## src/rtl/seq_divider16by8.sv

```systemverilog
// Sequential restoring divider: 2*DW-bit dividend / DW-bit divisor, one quotient bit per clock.
// Optional macro DIV_FAST_ZERO_EN: a zero dividend with a non-zero divisor completes at the accept edge.
module seq_divider16by8 #(
    parameter int DW = 8
) (
    input  logic            clk,
    input  logic            rst,
    input  logic            in_valid,
    output logic            in_ready,
    input  logic [2*DW-1:0] dividend,
    input  logic [DW-1:0]   divisor,
    output logic            out_valid,
    input  logic            out_ready,
    output logic [DW-1:0]   quotient,
    output logic [DW-1:0]   remainder,
    output logic            err_div0,
    output logic            err_ovf
);
    localparam int CW = (DW > 1) ? $clog2(DW) : 1;

    typedef enum logic [1:0] {S_IDLE, S_RUN, S_DONE} state_t;

    state_t          r_state;
    logic [DW-1:0]   r_rem;
    logic [DW-1:0]   r_low;
    logic [DW-1:0]   r_divisor;
    logic [CW-1:0]   r_cnt;
    logic            r_in_ready;
    logic            r_out_valid;
    logic [DW-1:0]   r_quotient;
    logic [DW-1:0]   r_remainder;
    logic            r_err_div0;
    logic            r_err_ovf;

    logic [DW:0]     w_shift;
    logic            w_ge;
    logic [DW-1:0]   w_rem_next;
    logic [DW-1:0]   w_quot_next;
    logic [DW-1:0]   w_hi;

    // The shifted partial remainder keeps its carry bit so the compare is DW+1 bits wide;
    // the difference always fits in DW bits because it is below the divisor.
    assign w_shift     = {r_rem, r_low[DW-1]};
    assign w_ge        = (w_shift >= {1'b0, r_divisor});
    assign w_rem_next  = w_ge ? (w_shift[DW-1:0] - r_divisor) : w_shift[DW-1:0];
    // Quotient bits fill the low register as dividend bits are consumed from its top.
    assign w_quot_next = {r_low[DW-2:0], w_ge};
    assign w_hi        = dividend[2*DW-1:DW];

    always_ff @(posedge clk) begin
        if (rst) begin
            r_state     <= S_IDLE;
            r_rem       <= '0;
            r_low       <= '0;
            r_divisor   <= '0;
            r_cnt       <= '0;
            r_in_ready  <= 1'b1;
            r_out_valid <= 1'b0;
            r_quotient  <= '0;
            r_remainder <= '0;
            r_err_div0  <= 1'b0;
            r_err_ovf   <= 1'b0;
        end else begin
            case (r_state)
                S_IDLE: begin
                    if (in_valid) begin
                        r_divisor <= divisor;
                        if (divisor == '0) begin
                            r_state     <= S_DONE;
                            r_in_ready  <= 1'b0;
                            r_out_valid <= 1'b1;
                            r_quotient  <= '1;
                            r_remainder <= dividend[DW-1:0];
                            r_err_div0  <= 1'b1;
                            r_err_ovf   <= 1'b0;
                        end else if (w_hi >= divisor) begin
                            r_state     <= S_DONE;
                            r_in_ready  <= 1'b0;
                            r_out_valid <= 1'b1;
                            r_quotient  <= '1;
                            r_remainder <= '0;
                            r_err_div0  <= 1'b0;
                            r_err_ovf   <= 1'b1;
`ifdef DIV_FAST_ZERO_EN
                        end else if (dividend == '0) begin
                            r_state     <= S_DONE;
                            r_in_ready  <= 1'b0;
                            r_out_valid <= 1'b1;
                            r_quotient  <= '0;
                            r_remainder <= '0;
                            r_err_div0  <= 1'b0;
                            r_err_ovf   <= 1'b0;
`endif
                        end else begin
                            r_state    <= S_RUN;
                            r_in_ready <= 1'b0;
                            r_rem      <= w_hi;
                            r_low      <= dividend[DW-1:0];
                            r_cnt      <= CW'(DW - 1);
                        end
                    end
                end
                S_RUN: begin
                    r_rem <= w_rem_next;
                    r_low <= w_quot_next;
                    if (r_cnt == '0) begin
                        r_state     <= S_DONE;
                        r_out_valid <= 1'b1;
                        r_quotient  <= w_quot_next;
                        r_remainder <= w_rem_next;
                        r_err_div0  <= 1'b0;
                        r_err_ovf   <= 1'b0;
                    end else begin
                        r_cnt <= r_cnt - 1'b1;
                    end
                end
                S_DONE: begin
                    if (out_ready) begin
                        r_state     <= S_IDLE;
                        r_out_valid <= 1'b0;
                        r_in_ready  <= 1'b1;
                    end
                end
                default: begin
                    r_state     <= S_IDLE;
                    r_in_ready  <= 1'b1;
                    r_out_valid <= 1'b0;
                end
            endcase
        end
    end

    assign in_ready  = r_in_ready;
    assign out_valid = r_out_valid;
    assign quotient  = r_quotient;
    assign remainder = r_remainder;
    assign err_div0  = r_err_div0;
    assign err_ovf   = r_err_ovf;

endmodule

```

## config.mk

```make
export PLATFORM = sky130hd
export DESIGN_NAME = seq_divider16by8
export DESIGN_NICKNAME = d
export VERILOG_FILES = /design/src/rtl/seq_divider16by8.sv
export SDC_FILE = /design/constraint.sdc
export NUM_CORES = 1
export LEC_CHECK = 0
export CORE_UTILIZATION = 54
export CTS_CLUSTER_SIZE = 8
export DETAILED_ROUTE_END_ITERATION = 8
export HOLD_SLACK_MARGIN = 0.12
export PLACE_DENSITY = 0.81
export SETUP_SLACK_MARGIN = 0.3
export SYNTH_ARGS = -nofsm -noshare
export SYNTH_HDL_FRONTEND = slang
export SYNTH_SLANG_ARGS = --single-unit
```

## constraint.sdc

```tcl
create_clock -name clk -period 2.57 [get_ports clk]
set_clock_uncertainty 0.05 [all_clocks]
set_input_delay 0.3855 -clock clk [delete_from_list [all_inputs] [get_ports clk]]
set_output_delay 0.3855 -clock clk [all_outputs]
set_load 0.05 [all_outputs]
```

# Word-level counts from Yosys, hierarchy flattened
# Cells that the tools add are included.
dict set report op_classes {
  addsub 2
  magnitude_cmp 2
  eq_ne 9
  mux 47
  bitwise 1
  reduce_logical 11
}
# cell count
set op_table {}
lappend op_table {{2-to-1 mux 8 bit} 15}
lappend op_table {{case mux 8 bit (2 select lines)} 4}
lappend op_table {{2-to-1 mux 1 bit} 13}
lappend op_table {{2-to-1 mux 3 bit} 4}
lappend op_table {{!= test 2 bit, second input constant} 6}
lappend op_table {{AND reduction 4 bit} 3}
lappend op_table {{2-to-1 mux 2 bit} 5}
lappend op_table {{greater-or-equal comparator 9 x 8 -> 1 bit} 1}
lappend op_table {{greater-or-equal comparator 8 bit} 1}
lappend op_table {{logical NOT 8 bit} 1}
lappend op_table {{subtractor 8 bit} 1}
lappend op_table {{case mux 1 bit (3 select lines)} 2}
lappend op_table {{case mux 2 bit (3 select lines)} 1}
lappend op_table {{case mux 3 bit (2 select lines)} 1}
lappend op_table {{AND reduction 3 bit} 2}
lappend op_table {{AND reduction 5 bit} 1}
lappend op_table {{case mux 1 bit (2 select lines)} 2}
lappend op_table {{logical NOT 3 bit} 1}
lappend op_table {{!= test 3 bit, second input constant} 1}
lappend op_table {{subtractor 3 x 1 -> 3 bit, second input constant} 1}
lappend op_table {{equality test 2 x 1 -> 1 bit, second input constant} 1}
lappend op_table {{equality test 2 bit, second input constant} 1}
lappend op_table {{logical NOT 2 bit} 1}
lappend op_table {{AND reduction 2 bit} 1}
lappend op_table {{2 further kinds} 2}
dict set report totals {
  ff_bits 49
  input_bits 28
  out_inout_bits 20
  elab_cells 83
}

# Longest topological paths before layout
# Gate-level depths: netlist of the first run.
dict set report logic_depth {
  ltp_word 5
  depth_mapped 10
  ltp_nobuf 9
}

# Worst setup path after synthesis of the first run
# OpenSTA, ideal clock, no wires.
dict set report synth_timing {
  kind {input to register}
  startpoint {input dividend[8]}
  endpoint {register r_rem[2]}
  setup_ns 0.116
  arrival_time_ns 2.083
  required_time_ns 2.404
  slack_ns 0.321
  path_stages 8
  path_buffers 0
  path_cell_list {inv_1 ha_1 nand2b_1 a211oi_1 o21ai_1 a21boi_4 mux2_2 o211a_1}
}
dict set report synth_via {
  elab_chain_cells 3
}
# element line_no
set synth_rtl {}
lappend synth_rtl {{start: declaration} 10} ;# input logic [2*DW-1:0] dividend,
lappend synth_rtl {{greater-or-equal comparator 8 bit} 76} ;# end else if (w_hi >= divisor) begin
lappend synth_rtl {{!= test 2 bit (no source line)} --}
lappend synth_rtl {{AND reduction 4 bit (no source line)} --}
lappend synth_rtl {{end signal: assignment} 97} ;# r_rem <= w_hi;
lappend synth_rtl {{end signal: assignment} 104} ;# r_rem <= w_rem_next;
lappend synth_rtl {{end: declaration} 24} ;# logic [DW-1:0] r_rem;
# Every way passes these cells.
# A chain may end at the register's enable or synchronous reset.

# Final worst setup path of the first run
dict set report layout_timing {
  startpoint {register r_divisor[1]}
  endpoint {register r_rem[5]}
}
dict set report layout_via {
  elab_chain_cells 3
  word_cells_on_any_way 4
  classes_between {1 x add/sub; 1 x order compare; 2 x mux}
}
# element line_no
set layout_rtl {}
lappend layout_rtl {{start: declaration} 26} ;# logic [DW-1:0] r_divisor;
lappend layout_rtl {{start signal: assignment} 67} ;# r_divisor <= divisor;
lappend layout_rtl {{subtractor 8 bit / greater-or-equal comparator 9 x 8 -> 1 bit (equally long branches)} {45, 44}}
lappend layout_rtl {{2-to-1 mux 8 bit (*)} 45} ;# assign w_rem_next = w_ge ? (w_shift[DW-1:0] - r_divisor) : w_shift[DW-1:0];
lappend layout_rtl {{case mux 8 bit (2 select lines) (*)} 64} ;# case (r_state)
# Mark *: on every way between the ends. The rest lies on a longest branch, timed or not.

==> results of run 1 <==
stage by stage:
stage | hold slack [ns] | total power (µW) | cell area, µm²
final | 0.369 | 3050 | 4150
after global routing | 0.358 | 3190 | 4150
after CTS | 0.413 | 2790 | 3880
after detailed placement | 0.399 | 2180 | 3620
after global placement | 0.395 | 2140 | 3620
after floorplan | 0.386 | 1830 | 2900
cells in the mapped netlist, types with 3 or more instances:
library cell,count
o22ai_1,3
mux2i_1,7
ha_1,18
nor4_1,9
a21oi_1,21
nor2_1,17
o211ai_1,3
nand2_1,48
a211oi_1,13
nand3_1,12
o211a_1,5
nor3_1,13
a31oi_1,9
a311oi_1,7
inv_1,35
nand2b_1,7
o21ai_0,10
buf_2,3
o221a_2,3
o31ai_1,7
dfxtp_1,49
clkbuf_1,11
buf_6,3
o21a_1,3
cell usage in the layout, fill, tap and decap left out, drive strengths merged, types with 2 or more instances in the layout:
master and count:
o211a 5, nand2 48, mux2 3, xnor2 2, a21o 2, dfxtp 49, clkbuf 5, o22ai 3
a31oi 9, a21oi 21, ha 18, clkdlybuf4s50 36, nor2b 2, and2 3, mux2i 7, o31ai 7
nor4 9, o21ai 12, a2111oi 2, nor2 18, a221oi 2, o21a 3, a211oi 14, o211ai 4
nand3 12, nand3b 2, nand2b 7, dlymetal6s2s 10, a311oi 7, buf 42, o221a 3, inv 36
nand4 2, nor3 14
final cells by class:
class / count / area share (%)
multi-input cells: 252 / 48.4
inverters: 35 / 3.17
well taps: 70 / 2.11
clock inverters: 3 / 0.603
repair buffers: 89 / 20.3
clock buffers: 5 / 1.66
flip-flops and latches: 49 / 23.7
logic make-up after synthesis:
group                    synth area share (%)
AND/OR/NAND/NOR                          19.6
AO/OA/AOI/OAI                            25.8
buffers and inverters                    7.93
flip-flops                               33.8
adder cells (fa/ha/maj)                  8.44
multiplexers                             3.58
XOR/XNOR                                0.905
power by group:
group | internal (µW) | leakage (µW) | total (µW) | switching (µW)
Combinational | 720 | 0.00127 | 1590 | 866
Sequential | 870 | 0.000405 | 969 | 98.6
Clock | 197 | 0.0000447 | 498 | 301
Total | 1790 | 0.00172 | 3050 | 1270
state kept, by name (all words and copies together) (netlist names):
name / cells
quotient: 8
r_divisor: 8
r_low: 8
r_rem: 8
remainder: 8
r_cnt: 3
r_state: 2
err_div0: 1
err_ovf: 1
in_ready: 1
out_valid: 1
layer usage:
layer / wire, µm / vias up / GRT usage (%) / share of wire, %
li1: - / 1441 / - / -
met5: 0 / - / 0 / 0
met3: 742 / 30 / 5.69 / 7.8
met4: 250 / 0 / 10.9 / 2.6
met1: 3810 / 1508 / 40.9 / 40
met2: 4680 / 194 / 54.8 / 49
what timing repair did:
action	4_1_cts	5_1_grt
endpoints found under the setup margin	38	40
pin swaps	7	16
gates cloned	0	1
gates resized for setup	31	48
hold buffers	0	0
buffers inserted	3	5
final timing paths:
check | start | to | depth (start not counted)
setup reg to reg | r_divisor[1] | r_rem[5] | 9
setup / recovery | r_divisor[1] | r_rem[5] | 9
hold / removal | divisor[3] | r_divisor[3] | 3
hold reg to reg | r_divisor[5] | r_divisor[5] | 2
worst max-delay path, delay by kind of cell (launching register included):
| family | cells | cell delay [ns] |
|---|---|---|
| buffers and inverters | 2 | 0.26 |
| AND/OR/NAND/NOR | 2 | 0.14 |
| adder cells (fa/ha/maj) | 1 | 0.29 |
| AO/OA/AOI/OAI | 3 | 0.77 |
| flip-flops | 1 | 0.39 |
| multiplexers | 1 | 0.30 |
==> summary.md, run 1 <==
| Metric | Value |
|---|---|
| Largest net degree at the start of global routing | 35 |
| Final Net Count | 479 |
| Startpoint Class | flip-flop |
| Row cnt | 26 |
| Synth unique cells | 55 |
| Final ANT Viol Nets | 0 |
| Setup slack, reg-to-reg | 0.28 ns |
| Top achievable clock speed | about 0.44 GHz |
| Sequential area share after synthesis | 33.8% |
| Total GRT Usage | 32.0% |
| Syn Nets | 402 |
| Core ar. | 0.00514 mm² |
| Post-synthesis cell area | 0.00290 mm² |
| CP peak stage delay | 0.42 ns |
| Final Hold Vio Count | 0 |
| Leading area contributor after synthesis | dfxtp_1 |
| Initial antenna violation count | 0 |
| Router iterations before antenna repair | 5 |
| DR vias | 3173 |
| Port Buffers | 47 |
| Starting Density | 56.5% |
| Final Setup Violations | 0 |
| Fraction of layout cells with a size suffix above 1 | 26.1% |
| Worst Path Required | 2.74 ns |
| Final cell count without fillers | 503 |
| Clock-pin slew on the worst setup and hold paths | approximately 0.1 ns |
| Ys flop type | dfxtp_1 |
| Relative slew margins | 61.8% |
| Routability cong. | 0.863 |
| Pins Over Slew Limit | 0 |
| Status | completed |
| Num ports | between 40 and 50 |
| Global-route wire length before repair | 13.7 mm |
| Fin Setup TNS | 0 ns |
| MaxCap Viol Count | 0 |
| Placed cells | approximately 500 |
| Critical path class | flip-flop to flip-flop |
| Min Tclk post-route | 2.29 ns |
| Worst-Skew Late Latency | 0.32 ns |
| Residual DRC count | 0 |
| Grt ovf | 0 |
| HP Class | input port to flip-flop |
| First DRT Iteration DRCs | 440 |
| Pwr Density | 736 mW/mm² |
| ANT cells | 0 |
| Instance count of the mapped netlist | 355 |
| RSZ-0062 raised after global routing | true |
| Ys async rst share | 0% |
| Vias per cell | about 6.3 |
| Area delta synth->final | 42.8% |
| Die area | 0.00568 mm² |
| Clock root buffer | clkbuf_8 |
| Tightest Pin Transition | 0.572 ns |
| Sequential standard cell area | 983 µm² |
| Post-synth EDFFs | 0 |
| Number of global-route vias before repair | 2915 |
| Worst slack at placement | -0.278 ns |
| H-tree level count | 2 |
| CP Data Arrival Time | 2.46 ns |
| Number of fill cells | 337 |
| Yosys top cell area share | 33.8% |
| Die X | 75.3 µm |
| Cts bufs inserted | 5 |
| Worst Setup End Kind | flip-flop |
| VDD IR max | 411 µV |
| Leak | 0.00172 µW |
| Post-Route WL | between 9 and 10 mm |
| Die span in y | 75.3 µm |
| Cell chain of the critical path | inv_1 > ha_4 > nand2b_4 > a2111o_1 > o211ai_4 > buf_12 > mux2i_2 > nor2_1 > a211oi_1 |
| Synth area leaders | dfxtp_1 (34%), ha_1 (7.8%), nand2_1 (6.2%) |
| DP HPWL | between 5 and 6 mm |
| Ys Warns | 0 |
| CP max stage cell | a2111o_1 |
| Tcrit/Tclk final | 89.2% |
| #FFs+latches synth | 49 |
| Syn avg cell area | slightly above 8 µm² |
| Fin worst setup slack | 0.277 ns |
| Final Util | 80.7% |
| Max Root-Sink Buffers | 2 |
| Crit path max fanout | 7 |
| Per-cell routed wire length | 18.9 µm |
| CTS tree | built |
| Multi-input logic area | about 0.002 mm² |
| Clock tree sinks | 49 |
Power figures use the tool's default switching activity.
==> run 2: changes to the inputs <==
Settings changed: CORE_UTILIZATION 54 to 63, DONT_BUFFER_PORTS set to 1, PLACE_DENSITY 0.81 to 0.79, SLEW_MARGIN set to 15.
==> summary.md, run 2 (same netlist as run 1, synthesis figures left out) <==
| Metric | Value |
|---|---|
| Final ANT Viol Nets | 0 (unchanged) |
| Final Util | 74.2% (was 80.7%) |
| HP Class | input port to flip-flop (unchanged) |
| Top Family by Delay on Critical Path | compound AO/OA/AOI/OAI gates (unchanged) |
| MaxCap Viol Count | 0 (unchanged) |
| Per-cell routed wire length | 18.9 µm (about the same) |
| ANT cells | 0 (unchanged) |
| First DRT Iteration DRCs | 301 (was 440) |
| Cts bufs inserted | 5 (unchanged) |
| Final Hold Vio Count | 0 (unchanged) |
| Pins Over Slew Limit | 0 (unchanged) |
| Global-route wire length before repair | 12.0 mm (was 13.7 mm) |
| Final Setup Violations | 0 (unchanged) |
| Tightest Pin Transition | 0.577 ns (was 0.572 ns) |
| RSZ-0062 raised after global routing | false (was true) |
| Max Root-Sink Buffers | 2 (unchanged) |
| Vias per cell | 6.62 (was 6.31) |
| Residual DRC count | 0 (unchanged) |
| Relative slew margins | 61.5% (was 61.8%) |
| Commonest non-fill, non-tap cell in the layout | nand2_1 (was dfxtp_1) |
| Fin Setup TNS | 0 ns (unchanged) |
| Min Tclk post-route | 2.23 ns (was 2.29 ns) |
| Initial antenna violation count | 0 (unchanged) |
| Tcrit/Tclk final | 86.9% (was 89.2%) |
| Grt ovf | 0 (unchanged) |
| Clock tree sinks | 49 (unchanged) |
| Die X | 69.9 µm (was 75.3 µm) |
| Number of fill cells | 317 (was 337) |
| Commonest cells after routing, fill and taps aside | nand2_1 (48), dfxtp_1 (47), inv_1 (35) (was dfxtp_1 (47), nand2_1 (46), buf_4 (38)) |
| Top achievable clock speed | 0.448 GHz (was 0.436 GHz) |
| CP Data Arrival Time | 2.43 ns (was 2.46 ns) |
| Area delta synth->final | 12.0% (was 42.8%) |
| DP HPWL | 5.28 mm (was 5.89 mm) |
| Num ports | 48 (unchanged) |
| Worst Path Required | 2.77 ns (was 2.74 ns) |
| Worst-Skew Late Latency | 0.31 ns (was 0.32 ns) |
| Total GRT Usage | 30.6% (was 32.0%) |
| Port Buffers | 0 (was 47) |
| DR vias | 2732 (was 3173) |
| Routability cong. | 0.878 (was 0.863) |
| Leak | 0.00130 µW (was 0.00172 µW) |
| Startpoint Class | flip-flop (unchanged) |
| VDD IR max | 422 µV (was 411 µV) |
| Clock root buffer | clkbuf_8 (unchanged) |
| Post-Route WL | 7.82 mm (was 9.49 mm) |
| CP max stage cell | a2111o_1 (unchanged) |
| Buf/Inv on CP | 2 (unchanged) |
| Status | completed (unchanged) |
| Sequential standard cell area | 983 µm² (unchanged) |
| Row cnt | 24 (was 26) |
| Crit path max fanout | 8 (was 7) |
| Pwr Density | 836 mW/mm² (was 736 mW/mm²) |
| Multi-input logic area | 0.00184 mm² (was 0.00201 mm²) |
| Cell chain of the critical path | inv_1 > ha_4 > nand2b_4 > a2111o_1 > o211ai_4 > buf_4 > nor2_1 > a211o_1 > a31oi_1 (was inv_1 > ha_4 > nand2b_4 > a2111o_1 > o211ai_4 > buf_12 > mux2i_2 > nor2_1 > a211oi_1) |
| H-tree level count | 2 (unchanged) |
| Critical path class | flip-flop to flip-flop (unchanged) |
| Router iterations before antenna repair | 5 (unchanged) |
| Largest net degree at the start of global routing | 35 (unchanged) |
| Fraction of layout cells with a size suffix above 1 | 15.8% (was 26.1%) |
| Worst Setup End Kind | flip-flop (unchanged) |
| Core ar. | 0.00438 mm² (was 0.00514 mm²) |
| Clock-pin slew on the worst setup and hold paths | 0.10 ns (about the same) |
| CTS tree | built (unchanged) |
| CP peak stage delay | 0.42 ns (about the same) |
| Die area | 0.00489 mm² (was 0.00568 mm²) |
| Starting Density | 66.2% (was 56.5%) |
| Die span in y | 69.9 µm (was 75.3 µm) |
| Final Net Count | 407 (was 479) |
| Number of global-route vias before repair | 2473 (was 2915) |
==> run 2: cell count changes in the layout (fill, tap and decap cells not counted), moves of 4 or more <==
cell and change:
a211oi_1 +8, a211oi_2 -7, buf_4 -22, clkdlybuf4s50_1 -36, dlymetal6s2s_1 -10, ha_1 +4, inv_1 +4, inv_2 -4
o21ai_0 +4
==> run 2: cell type report <==
cell class	instances	area share, %
repair buffers	17	4.31
inverters	35	4.04
clock inverters	3	0.654
multi-input cells	252	56.6
clock buffers	5	2.12
well taps	52	2.00
flip-flops and latches	49	30.2
==> run 2: worst paths after layout <==
kind	startpoint	to	slack (ns)	cells past startpoint
max	r_divisor[1]	remainder[7]	0.34	9
min	divisor[6]	r_divisor[6]	0.15	2
max reg2reg	r_divisor[1]	remainder[7]	0.34	9
min reg2reg	r_divisor[6]	r_divisor[6]	0.41	2
==> run 2: timing repair <==
item	CTS	global route
cloned	0	0
setup endpoints to repair	7	15
pin swaps	0	8
endpoints found under the hold margin	34	0
buffers inserted	2	5
hold buffers	1	0
gates resized for setup	8	19
==> run 2: routing by layer <==
layer  vias up  track usage [%]  wire (µm)
li1       1302                -          -
met1      1294             42.5       3460
met2       120             47.4       3590
met3        16             7.50        623
met4         0             8.89        149
met5         -                0          0
==> run 2: report_power, final <==
group | leakage (µW) | switching (µW) | total [µW] | internal [µW]
Clock | 0.0000445 | 278 | 472 | 194
Combinational | 0.000848 | 620 | 1120 | 496
Sequential | 0.000405 | 259 | 1130 | 870
==> run 2: metrics by stage <==
stage | cell area, µm² | instances | total power, µW | hold WS, ns | setup slack, ns
floorplan | 2900 | 355 | 1830 | 0.386 | 0.321
global placement | 2940 | 397 | 1970 | 0.387 | 0.250
detailed placement | 2940 | 397 | 1990 | 0.391 | 0.197
CTS | 3100 | 408 | 2540 | 0.156 | 0.305
global route | 3250 | 413 | 2860 | 0.154 | 0.246
finish | 3250 | 413 | 2720 | 0.150 | 0.336
==> run 3: changes to the inputs <==
Settings changed: CTS_CLUSTER_SIZE 8 to 40.
==> results of run 3 <==
Same layout as run 2: the final DEF is identical, and so are final timing and power.
